[src/rtl/addsub_16b_pipe.sv]
// addsub_16b_pipe -- two-stage 16-bit add/subtract unit for the execute stage.
// Stage 1 adds the low byte and registers the inter-byte carry. Stage 2 adds
// the high byte and produces the result and the cout/ofl/zero/neg flags.
// Both ends use valid/ready, and the unit sustains one op per cycle.
// Optional build macro ADDSUB_SAT_EN: on signed overflow, sum saturates to
// 0x7FFF or 0x8000 instead of wrapping.
module addsub_16b_pipe #(
  parameter int WIDTH = 16,
  parameter int SPLIT = 8
) (
  input  logic             clk,
  input  logic             rst,
  input  logic             in_valid,
  output logic             in_ready,
  input  logic [WIDTH-1:0] a,
  input  logic [WIDTH-1:0] b_inv,
  input  logic             sub,
  output logic             out_valid,
  input  logic             out_ready,
  output logic [WIDTH-1:0] sum,
  output logic             cout,
  output logic             ofl,
  output logic             zero,
  output logic             neg
);

  localparam int HI_W = WIDTH - SPLIT;

  // Stage 1 state: the low-byte result, the carry into the high byte, and the
  // high operand bytes waiting for stage 2.
  logic             s1_valid_reg;
  logic [SPLIT-1:0] lo_reg;
  logic             c8_reg;
  logic [HI_W-1:0]  a_hi_reg;
  logic [HI_W-1:0]  b_hi_reg;

  // Stage 2 state: the result registers that drive the outputs.
  logic             out_valid_reg;
  logic [WIDTH-1:0] sum_reg;
  logic             cout_reg;
  logic             ofl_reg;
  logic             zero_reg;
  logic             neg_reg;

  logic             s2_adv;
  logic             accept;
  logic [SPLIT:0]   lo_add;
  logic [HI_W:0]    hi_add;
  logic [WIDTH-1:0] sum_wrap;
  logic [WIDTH-1:0] sum_next;
  logic             ofl_next;

  // Stage 2 can take new data when it is empty or its result leaves this cycle.
  assign s2_adv   = !out_valid_reg || out_ready;
  assign in_ready = !s1_valid_reg || s2_adv;
  assign accept   = in_valid && in_ready;

  // Carry-in is sub. This completes the two's complement of ~B.
  assign lo_add   = {1'b0, a[SPLIT-1:0]} + {1'b0, b_inv[SPLIT-1:0]}
                  + {{SPLIT{1'b0}}, sub};
  assign hi_add   = {1'b0, a_hi_reg} + {1'b0, b_hi_reg} + {{HI_W{1'b0}}, c8_reg};
  assign sum_wrap = {hi_add[HI_W-1:0], lo_reg};

  // Overflow means the operand signs match but the result sign differs.
  assign ofl_next = (a_hi_reg[HI_W-1] == b_hi_reg[HI_W-1]) &&
                    (sum_wrap[WIDTH-1] != a_hi_reg[HI_W-1]);

`ifdef ADDSUB_SAT_EN
  // On overflow, clamp the result toward the sign of operand A.
  always_comb begin
    sum_next = sum_wrap;
    if (ofl_next) begin
      if (a_hi_reg[HI_W-1]) begin
        sum_next = {1'b1, {(WIDTH-1){1'b0}}};
      end else begin
        sum_next = {1'b0, {(WIDTH-1){1'b1}}};
      end
    end
  end
`else
  assign sum_next = sum_wrap;
`endif

  // Stage 1: capture the low-byte add on accept, and empty once the op moves on.
  always_ff @(posedge clk) begin
    if (!rst) begin
      s1_valid_reg <= 1'b0;
      lo_reg       <= '0;
      c8_reg       <= 1'b0;
      a_hi_reg     <= '0;
      b_hi_reg     <= '0;
    end else if (accept) begin
      s1_valid_reg <= 1'b1;
      lo_reg       <= lo_add[SPLIT-1:0];
      c8_reg       <= lo_add[SPLIT];
      a_hi_reg     <= a[WIDTH-1:SPLIT];
      b_hi_reg     <= b_inv[WIDTH-1:SPLIT];
    end else if (s2_adv) begin
      s1_valid_reg <= 1'b0;
    end
  end

  // Stage 2: finish the high byte and flags. Hold everything while stalled.
  always_ff @(posedge clk) begin
    if (!rst) begin
      out_valid_reg <= 1'b0;
      sum_reg       <= '0;
      cout_reg      <= 1'b0;
      ofl_reg       <= 1'b0;
      zero_reg      <= 1'b0;
      neg_reg       <= 1'b0;
    end else if (s2_adv) begin
      out_valid_reg <= s1_valid_reg;
      if (s1_valid_reg) begin
        sum_reg  <= sum_next;
        cout_reg <= hi_add[HI_W];
        ofl_reg  <= ofl_next;
        zero_reg <= (sum_next == '0);
        neg_reg  <= sum_next[WIDTH-1];
      end
    end
  end

  assign out_valid = out_valid_reg;
  assign sum       = sum_reg;
  assign cout      = cout_reg;
  assign ofl       = ofl_reg;
  assign zero      = zero_reg;
  assign neg       = neg_reg;

endmodule

[config.mk]
export PLATFORM = sky130hd
export DESIGN_NAME = addsub_16b_pipe
export DESIGN_NICKNAME = d
export VERILOG_FILES = /design/src/rtl/addsub_16b_pipe.sv
export SDC_FILE = /design/constraint.sdc
export NUM_CORES = 1
export LEC_CHECK = 0
export ABC_CLOCK_PERIOD_IN_PS = 4100
export CAP_MARGIN = 0
export CORE_UTILIZATION = 52
export DETAILED_ROUTE_END_ITERATION = 8
export GPL_TIMING_DRIVEN = 0
export HOLD_SLACK_MARGIN = 0.12
export PLACE_DENSITY = 0.86
export SYNTH_ARGS = -nofsm -noshare
export SYNTH_HDL_FRONTEND = slang
export SYNTH_SLANG_ARGS = --single-unit
[constraint.sdc]
create_clock -name clk -period 4.1 [get_ports clk]
set_clock_uncertainty 0.15 [all_clocks]
set_input_delay 0.615 -clock clk [delete_from_list [all_inputs] [get_ports clk]]
set_output_delay 0.615 -clock clk [all_outputs]
set_load 0.005 [all_outputs]
==> run summary, run 1 <==
Final setup vio count: 0
Most common cell after layout, fill and taps aside: nand2_1
Final period util: 66.73%
Min-delay src: sum[6]
Reg2Reg Depth: 7
Final setup margin: 1.364 ns
Worst-path clk slew: 0.08 ns
Clock tree buffer depth: 2
Post-CTS setup repair buffer count: 0
Vias in the first global route: 2010
ANT nets after route: 0
DRT Wirelength: 5.341 mm
Worst path slowest cell: fa_1
EDFF count, synth: 0
Total die area: 4720 um2
H-tree depth: 2
Net Sw Power: 0.2603 mW
Initial antenna violation count: 0
Placed inst area: 2947 um2
Leakage Power: 1.187 nW
First-pass GRT wire length: 8.880 mm
Fin crit period: 2.736 ns
WP data required: 4.13 ns
Hpwl dp: 4.172 mm
Depth of the worst hold-timing path: 2
Worst-path fanout max: 3
R2r startpoint: c8_reg
Sw frac: 27.12%
Netlist Area Pre-Place: 2313 um2
Footprint of the multi-input gates: 1304 um2
Hold crit path type: reg2reg
Asr flop ratio synth: 0%
Chip Width: 68.70 um
Diodes inserted: 0
Site row count: 23
I/O pins: 59
Design area: 3023 um2
Starting Density: 55.83%
Avg WL per Cell: 13.49 um
Worst Path Arrival: 2.77 ns
Largest stage delay on the critical path: 0.46 ns
Crit Path Category: in2reg
Max_cap viols: 0
Total CTS buffers: 5
Post-Syn Instances: 282
Clock power frac: 26.7%
Crit path cell chain: clkdlybuf4s50_1, fa_1, inv_1, fa_1, nor2b_1, o21a_1, o211a_1, o21a_1, o41a_1
Clk sinks: 46
FF+latch area: 920.9 um2
Total GRT Usage: 25.50%
Yosys warns: 0
Crit path launch: a[0]
Clock Root Buffer: clkbuf_8
Dpl ws: 1.046 ns
Cell variety after synth: 45
Fmax: 365.5 MHz
Worst VDD drop: 0.2407 mV
Post_cts resized: 0
CP startpoint kind: input pin
Pwr dens: 317.4 nW/um2
Synth Flop Type: dfxtp_1
Worst Tran Pin Value: 0.5846 ns
Crit end category: flop
Hold Vio Cnt, Final: 0
Sequential-to-total area share from yosys stat: 39.81%
Core area: 4144 um2
Layout net count: 401
Fillers: 351
Slew HR: 61.03%
Reg2reg setup slack: 1.38 ns
Largest net degree at the start of global routing: 13
Max FFs per register: 16
Vias per Instance: 5.510
Placer Congestion: 0.8371
Cts hold-fix bufs: 0
Sequential Power Share: 51.4%
Clk Latency, worst-skew pair: 0.30 ns
Hold endpoint: sum[6]
Post-synthesis sequential element count: 46
I/O Buffers: 57
TritonCTS clock tree: done
Die height: 68.70 um
Setup tns final: 0 ns
Area Growth Syn to Fin: 30.67%
Drt pass-1 iters: 4
Layout cells sized above 1: 3.468%
Mapped Nets: 337
DR DRC count: 0
Combinational share of power: 22.0%
Internal power: 0.6994 mW
Status: finished, final reports clean
Commonest non-fill, non-tap cells in the layout: nand2_1 (66), clkdlybuf4s50_1 (57), dfxtp_1 (46), a21oi_1 (37)
RSZ-0062 raised after global routing: no
Syn Area/Cell: 8.204 um2
R2R Path End: zero
Detailed router's first-iteration violation count: 107
WHS: 0.3082 ns
Max Slew Vio Count: 0
Overflow after GRT: 0
Vias: 2182
## power by group through the flow
stage	Clock [mW]	Combinational, mW	Sequential [mW]
after floorplan	0	0.124	0.498
after global placement	0	0.202	0.501
after detailed placement	0	0.208	0.503
after CTS	0.258	0.210	0.492
after global routing	0.279	0.235	0.496
final	0.256	0.211	0.493
## routing by layer
metal  share of wire [%]  track usage [%]  wire length, um  up-vias
met5                   0                0                0        -
met4                 1.4            8.163               74        0
met1                  47            31.85             2487     1007
li1                    -                -                -     1113
met3                 3.7            4.770              200        8
met2                  48            44.12             2578       54
## cell type report
class / instances / area share [%]
Clock buffer: 7 / 2.525
Sequential cell: 46 / 30.46
Inverter: 6 / 0.7450
Buffer: 16 / 2.194
Tap cell: 50 / 2.070
Timing Repair Buffer: 57 / 18.87
Multi-Input combinational cell: 214 / 43.13
## stage by stage
step           cells  power (mW)  util [%]
2_1_floorplan    282      0.6225         -
5_1_grt          396       1.010     72.95
3_5_place_dp     389      0.7110     71.11
3_3_place_gp     389      0.7030     71.11
4_1_cts          396      0.9606     72.95
6_report         396      0.9596     72.95
## cell families (layout without fill, tap and decap cells)
logic type                 after synthesis  after routing  share of synthesized area (%)
adders and majority gates               18             18                          11.03
DFF                                     46             46                          39.81
and+or+nand+nor                        114            114                          21.90
buffers and inverters                   22             86                          3.840
AOI/OAI and AO/OA                       77             77                          21.53
xor gates and xnor gates                 5              5                          1.893
## critical path, delay by kind of cell
family	cells	cell delay, ns
and+or+nand+nor	1	0.06
buffers and inverters	2	0.52
AOI/OAI and AO/OA	4	0.94
adders and majority gates	2	0.64
## synth_stat cells (2+ instances only)
cell type / instances / area, um2
xnor2_1: 3 / 26.28
nor2b_1: 2 / 12.51
a21o_1: 4 / 30.03
nor3_1: 7 / 35.03
inv_1: 5 / 18.77
o211ai_1: 2 / 15.01
nand2_1: 66 / 247.7
nor2_1: 14 / 52.55
nor3b_1: 2 / 15.01
nand2b_1: 5 / 31.28
a21oi_1: 37 / 185.2
o21ai_0: 8 / 40.04
nand3b_1: 3 / 22.52
a211oi_1: 5 / 37.54
o21a_1: 5 / 37.54
ha_1: 14 / 175.2
xor2_1: 2 / 17.52
nand4_1: 2 / 12.51
clkbuf_1: 12 / 45.04
and2_1: 3 / 18.77
dfxtp_1: 46 / 920.9
nor4_1: 2 / 12.51
buf_2: 2 / 10.01
a211o_1: 2 / 17.52
o211a_1: 2 / 20.02
fa_1: 4 / 80.08
nand3_1: 5 / 25.02
## worst max-delay path by stage
| stage | end | depth (start not counted) |
|---|---|---|
| after floorplan | zero | 7 |
| after detailed placement | c8_reg | 9 |
| after CTS | c8_reg | 9 |
| after global routing | c8_reg | 9 |
| after global placement | c8_reg | 9 |
| final | c8_reg | 9 |
Note: power is estimated with default switching activity, not from simulation.
==> run 2: changes to the inputs <==
==> config.mk (replaced) <==
export PLATFORM = sky130hd
export DESIGN_NAME = addsub_16b_pipe
export DESIGN_NICKNAME = d
export VERILOG_FILES = /design/src/rtl/addsub_16b_pipe.sv
export SDC_FILE = /design/constraint.sdc
export NUM_CORES = 1
export LEC_CHECK = 0
export ABC_CLOCK_PERIOD_IN_PS = 2900
export CAP_MARGIN = 0
export CORE_UTILIZATION = 49
export DETAILED_ROUTE_END_ITERATION = 8
export GPL_TIMING_DRIVEN = 0
export HOLD_SLACK_MARGIN = 0.12
export PLACE_DENSITY = 0.82
export SYNTH_ARGS = -nofsm -noshare
export SYNTH_HDL_FRONTEND = slang
export SYNTH_SLANG_ARGS = --single-unit
==> constraint.sdc (replaced) <==
create_clock -name clk -period 2.9 [get_ports clk]
set_clock_uncertainty 0.15 [all_clocks]
set_input_delay 0.435 -clock clk [delete_from_list [all_inputs] [get_ports clk]]
set_output_delay 0.435 -clock clk [all_outputs]
set_load 0.005 [all_outputs]
==> run summary, run 2 (same netlist as run 1, synthesis figures left out) <==
Status: finished, violations left (was finished, final reports clean)
Failing checks: design-rule violations
Vias in the first global route: 2011 (was 2010)
Clk Latency, worst-skew pair: 0.29 ns (was 0.30 ns)
Pwr dens: 457.8 nW/um2 (was 317.4 nW/um2)
TritonCTS clock tree: done (unchanged)
Diodes inserted: 0 (unchanged)
Clock Root Buffer: clkbuf_8 (unchanged)
Design area: 3040 um2 (was 3023 um2)
RSZ-0062 raised after global routing: no (unchanged)
Setup tns final: 0 ns (unchanged)
Fmax: 374.7 MHz
Drt pass-1 iters: 7 (was 4)
Site row count: 24 (was 23)
Crit path cell chain: fa_1, fa_1, a211o_1, a311o_1, a221oi_2, nand2b_1, o21ai_0 (was clkdlybuf4s50_1, fa_1, inv_1, fa_1, nor2b_1, o21a_1, o211a_1, o21a_1, o41a_1)
Hpwl dp: 4.169 mm (was 4.172 mm)
Clk sinks: 46 (unchanged)
Layout net count: 401 (unchanged)
Total die area: 5000 um2 (was 4720 um2)
WP data required: 2.93 ns (was 4.13 ns)
Worst VDD drop: 0.2520 mV (was 0.2407 mV)
Vias per Instance: 5.536 (was 5.510)
Chip Width: 70.71 um (was 68.70 um)
First-pass GRT wire length: 8.880 mm (unchanged)
Final setup margin: 0.2310 ns (was 1.364 ns)
Layout cells sized above 1: 4.035% (was 3.468%)
Vias: 2209 (was 2182)
Starting Density: 52.06% (was 55.83%)
Largest net degree at the start of global routing: 14 (was 13)
DR DRC count: 12 (was 0)
Placed insts: 391 (was 389)
Max FFs per register: 16 (unchanged)
DRT Wirelength: 5.264 mm (was 5.341 mm)
H-tree depth: 2 (unchanged)
Crit Path Category: reg2reg (was in2reg)
I/O Buffers: 57 (unchanged)
Initial antenna violation count: 0 (unchanged)
Total CTS buffers: 5 (unchanged)
Avg WL per Cell: 13.19 um (was 13.49 um)
I/O pins: 59 (unchanged)
Final setup vio count: 0 (unchanged)
Crit end category: flop (unchanged)
Slew HR: 60.96% (was 61.03%)
Most common cell after layout, fill and taps aside: nand2_1 (unchanged)
Worst-path clk slew: 0.08 ns (about the same)
Worst path slowest cell: fa_1 (unchanged)
Max_cap viols: 0 (unchanged)
Hold Vio Cnt, Final: 0 (unchanged)
Die height: 70.71 um (was 68.70 um)
Worst Tran Pin Value: 0.5855 ns (was 0.5846 ns)
Non-Filler Instances: 399 (was 396)
Dpl ws: 0.03460 ns (was 1.046 ns)
Core area: 4444 um2 (was 4144 um2)
Post_cts resized: 0 (unchanged)
Total GRT Usage: 22.03% (was 25.50%)
Worst Path Arrival: 2.70 ns (was 2.77 ns)
Cts hold-fix bufs: 0 (unchanged)
Placed inst area: 2949 um2 (was 2947 um2)
Commonest non-fill, non-tap cells in the layout: nand2_1 (66), clkdlybuf4s50_1 (57), dfxtp_1 (46), a21oi_1 (37) (unchanged)
Placer Congestion: 0.8705 (was 0.8371)
CP most frequent cell: fa_1
Total power: 1.392 mW (was 0.9596 mW)
Area Growth Syn to Fin: 31.42% (was 30.67%)
Overflow after GRT: 0 (unchanged)
Detailed router's first-iteration violation count: 150 (was 107)
Clock tree buffer depth: 2 (unchanged)
Final period util: 92.03%
CP startpoint kind: flop (was input pin)
ANT nets after route: 0 (unchanged)
Worst-path fanout max: 3 (unchanged)
Largest stage delay on the critical path: 0.46 ns (about the same)
Post-CTS setup repair buffer count: 0 (unchanged)
Leakage Power: 1.197 nW (was 1.187 nW)
Max Slew Vio Count: 0 (unchanged)
Hold crit path type: reg2reg (unchanged)
Fin crit period: 2.669 ns
## run 2: cell count changes in the layout (fill, tap and decap cells not counted)
cell	change
clkbuf_1	-1
clkbuf_8	+1
clkinv_2	+1
## run 2: metrics by stage
step / hold WS [ns] / util (%)
final: 0.3070 / 68.41
after global routing: 0.3359 / 68.41
after CTS: 0.3099 / 68.41
after detailed placement: 0.2992 / 66.36
after global placement: 0.2931 / 66.36
after floorplan: 0.2900 / -
## run 2: critical path, delay by kind of cell, from the launching register on
family	cells	cell delay, ns
compound gates	4	1.05
fa+ha+maj	2	0.88
flops	1	0.33
simple gates	1	0.14
## run 2: area by class of cell
cell class	instances	area, um2
fill	372	1404
multi-input combinational	214	1304
tap	52	65.06
timing repair buffer	57	570.5
buffer	16	66.31
clock inverter	1	5.005
sequential	46	920.9
clock buffer	7	86.33
inverter	6	22.52
## run 2: per-layer routing
metal | GRT usage, % | vias to the layer above | routed length [um]
met5 | 0 | - | 0
met4 | 5.556 | 0 | 61
met3 | 4.701 | 6 | 220
met2 | 36.22 | 56 | 2447
met1 | 29.63 | 1040 | 2534
li1 | - | 1107 | -
## run 2: path summary, 6_finish.rpt
| kind | start | to | slack (ns) | cells after the start |
|---|---|---|---|---|
| hold / removal | sum[9] | sum[9] | 0.31 | 2 |
| setup reg to reg | c8_reg | zero | 0.23 | 7 |
| setup / recovery | c8_reg | zero | 0.23 | 7 |
| hold reg to reg | sum[9] | sum[9] | 0.31 | 2 |
## run 2: power by group
group	switching [mW]	leakage (nW)	internal, mW
Clock	0.205	0.0482	0.192
Combinational	0.145	0.771	0.154
Sequential	0.0270	0.377	0.669
==> run 3: changes to the inputs <==
--- a/config.mk
+++ b/config.mk
@@ -5,6 +5,7 @@
 export SDC_FILE = /design/constraint.sdc
 export NUM_CORES = 1
 export LEC_CHECK = 0
+export ABC_AREA = 1
 export ABC_CLOCK_PERIOD_IN_PS = 2900
 export CAP_MARGIN = 0
 export CORE_UTILIZATION = 49
==> run summary, run 3 <==
Hold Vio Cnt, Final: 0 (unchanged)
Crit path cell chain: fa_1, fa_1, nand2_2, nand2_1, nor2_1, nand2_1, nor2_1, nand2_1, nor2_1, nand3_1, a21oi_2 (was fa_1, fa_1, a211o_1, a311o_1, a221oi_2, nand2b_1, o21ai_0)
Overflow after GRT: 0 (unchanged)
Synth Flop Type: dfxtp_1 (unchanged)
Worst path slowest cell: fa_1 (unchanged)
EDFF count, synth: 0 (unchanged)
Worst Setup EP: zero (unchanged)
Detailed router's first-iteration violation count: 113 (was 150)
Failing checks: design-rule violations (unchanged)
DRT Wirelength: 5.436 mm (was 5.264 mm)
Final period util: 79.23% (was 92.03%)
Worst Tran Pin Value: 0.5241 ns (was 0.5855 ns)
Yosys warns: 0 (unchanged)
Cts hold-fix bufs: 0 (unchanged)
Cell variety after synth: 24 (was 45)
Die height: 71.16 um (was 70.71 um)
Total die area: 5063 um2 (was 5000 um2)
Leakage Power: 1.474 nW (was 1.197 nW)
RSZ-0062 raised after global routing: no (unchanged)
Initial antenna violation count: 0 (unchanged)
WHS: 0.3325 ns (was 0.3070 ns)
Layout cells sized above 1: 6.005% (was 4.035%)
Max_cap viols: 0 (unchanged)
Slew HR: 65.06% (was 60.96%)
R2r startpoint: c8_reg (unchanged)
Most common cell after layout, fill and taps aside: clkdlybuf4s50_1 (was nand2_1)
Total CTS buffers: 5 (unchanged)
Setup tns final: 0 ns (unchanged)
Fillers: 394 (was 372)
Placed inst area: 2989 um2 (was 2949 um2)
Area Growth Syn to Fin: 32.19% (was 31.42%)
ANT nets after route: 0 (unchanged)
I/O Buffers: 58 (was 57)
Synth top cells by count: nor2_1 (55), dfxtp_1 (46), o21ai_0 (40) (was nand2_1 (66), dfxtp_1 (46), a21oi_1 (37))
Sequential-to-total area share from yosys stat: 39.30% (was 39.81%)
Avg WL per Cell: 12.50 um (was 13.19 um)
Diodes inserted: 0 (unchanged)
Final setup margin: 0.6024 ns (was 0.2310 ns)
Clk sinks: 46 (unchanged)
Most common cell in the netlist: nor2_1 (was nand2_1)
Post_cts resized: 0 (unchanged)
Total GRT Usage: 22.78% (was 22.03%)
Synth area leaders: dfxtp_1 (39%), nor2_1 (8.8%), o21ai_0 (8.5%), ha_1 (7.5%), nand2_1 (6.2%) (was dfxtp_1 (40%), nand2_1 (11%), a21oi_1 (8.0%), ha_1 (7.6%), fa_1 (3.5%))
Layout net count: 437 (was 401)
Vias: 2220 (was 2209)
First-pass GRT wire length: 8.907 mm (was 8.880 mm)
Crit end category: flop (unchanged)
Asr flop ratio synth: 0% (unchanged)
Pwr dens: 495.1 nW/um2 (was 457.8 nW/um2)
Post-CTS setup repair buffer count: 0 (unchanged)
Clk Latency, worst-skew pair: 0.30 ns (was 0.29 ns)
I/O pins: 59 (unchanged)
Chip Width: 71.16 um (was 70.71 um)
Placer Congestion: 0.8380 (was 0.8705)
WP data required: 2.98 ns (was 2.93 ns)
Netlist Area Pre-Place: 2343 um2 (was 2313 um2)
Vias in the first global route: 2073 (was 2011)
R2R Path End: zero (unchanged)
Crit path launch: c8_reg (unchanged)
H-tree depth: 2 (unchanged)
Reg2Reg Depth: 11 (was 7)
Crit Path Category: reg2reg (unchanged)
Max FFs per register: 16 (unchanged)
Site row count: 24 (unchanged)
Hold crit path type: reg2reg (unchanged)
Worst VDD drop: 0.2742 mV (was 0.2520 mV)
Reg2reg setup slack: 0.60 ns (was 0.23 ns)
Hpwl dp: 4.173 mm (was 4.169 mm)
Post-synthesis sequential element count: 46 (unchanged)
TritonCTS clock tree: done (unchanged)
Clock Root Buffer: clkbuf_8 (unchanged)
Commonest non-fill, non-tap cells in the layout: clkdlybuf4s50_1 (58), nor2_1 (55), dfxtp_1 (46), o21ai_0 (40), nand2_1 (39) (was nand2_1 (66), clkdlybuf4s50_1 (57), dfxtp_1 (46), a21oi_1 (37))
Post-Syn Instances: 317 (was 282)
Clock tree buffer depth: 2 (unchanged)
CP startpoint kind: flop (unchanged)
Design area: 3098 um2 (was 3040 um2)
Status: finished, violations left (unchanged)
Largest stage delay on the critical path: 0.49 ns (was 0.46 ns)
Final setup vio count: 0 (unchanged)
Fmax: 435.2 MHz (was 374.7 MHz)
Vias per Instance: 5.103 (was 5.536)
Mapped Nets: 372 (was 337)
DR DRC count: 3 (was 12)
Dpl ws: 0.4292 ns (was 0.03460 ns)
Starting Density: 52.38% (was 52.06%)
Cell taking the most area after synthesis: dfxtp_1 (unchanged)
Max Slew Vio Count: 0 (unchanged)
Worst Path Arrival: 2.38 ns (was 2.70 ns)
Syn Area/Cell: 7.393 um2 (was 8.204 um2)
Core area: 4474 um2 (was 4444 um2)
Worst-path clk slew: 0.08 ns (about the same)
Fin crit period: 2.298 ns (was 2.669 ns)
Worst-path fanout max: 3 (unchanged)
Share of the synthesized area in the top cell type: 39.30% (was 39.81%)
Drt pass-1 iters: 6 (was 7)
Largest net degree at the start of global routing: 15 (was 14)
Min-delay src: zero (was sum[9])
[run 3: how the worst min path moves through the flow]
stage,to,slack (ns),cells after the start
2_1_floorplan,sum[1],0.29,2
3_3_place_gp,sum[1],0.31,2
3_5_place_dp,sum[3],0.32,2
4_1_cts,zero,0.33,2
5_1_grt,zero,0.36,2
6_report,zero,0.33,2
[run 3: area by class of cell]
type / instances / area (um2) / area share [%]
Timing Repair Buffer: 58 / 580.6 / 18.74
Clock inverter: 3 / 40.04 / 1.292
Buffer: 12 / 67.56 / 2.181
Multi-Input combinational cell: 219 / 1205 / 38.89
Inverter: 40 / 150.1 / 4.847
Sequential cell: 46 / 920.9 / 29.73
Tap cell: 52 / 65.06 / 2.100
Clock buffer: 5 / 68.82 / 2.221
[run 3: critical path: cells and delay by family (launching register included)]
family	cells	cell delay, ns
compound gates	1	0.12
fa+ha+maj	2	0.93
flops	1	0.33
simple gates	8	0.72
[run 3: report_power, final]
group | total [mW] | switching [mW] | internal (mW)
Clock | 0.469 | 0.215 | 0.254
Sequential | 0.710 | 0.0292 | 0.681
Combinational | 0.355 | 0.181 | 0.174
[run 3: cells by family (layout without fill, tap and decap cells)]
| group | after synthesis | in the layout | synth area share [%] |
|---|---|---|---|
| simple gates | 118 | 118 | 20.66 |
| compound gates | 77 | 77 | 17.62 |
| fa+ha+maj | 18 | 18 | 10.89 |
| xor+xnor | 6 | 6 | 2.242 |
| buf+inv | 52 | 118 | 9.290 |
| flops | 46 | 46 | 39.30 |
[run 3: through the flow]
| step | power (mW) | std cells | util (%) |
|---|---|---|---|
| finish | 1.534 | 435 | 69.24 |
| global route | 1.607 | 435 | 69.24 |
| CTS | 1.534 | 435 | 69.24 |
| detailed placement | 1.076 | 427 | 66.81 |
| global placement | 1.064 | 427 | 66.81 |
| floorplan | 0.9253 | 317 | - |
[run 3: per-layer routing]
layer	track usage (%)	share of wire [%]	routed length, um	vias up
met4	10.44	2.3	123	0
met5	0	0	0	-
met3	3.134	3.5	189	10
li1	-	-	-	1159
met2	39.37	49	2665	57
met1	28.11	45	2457	994
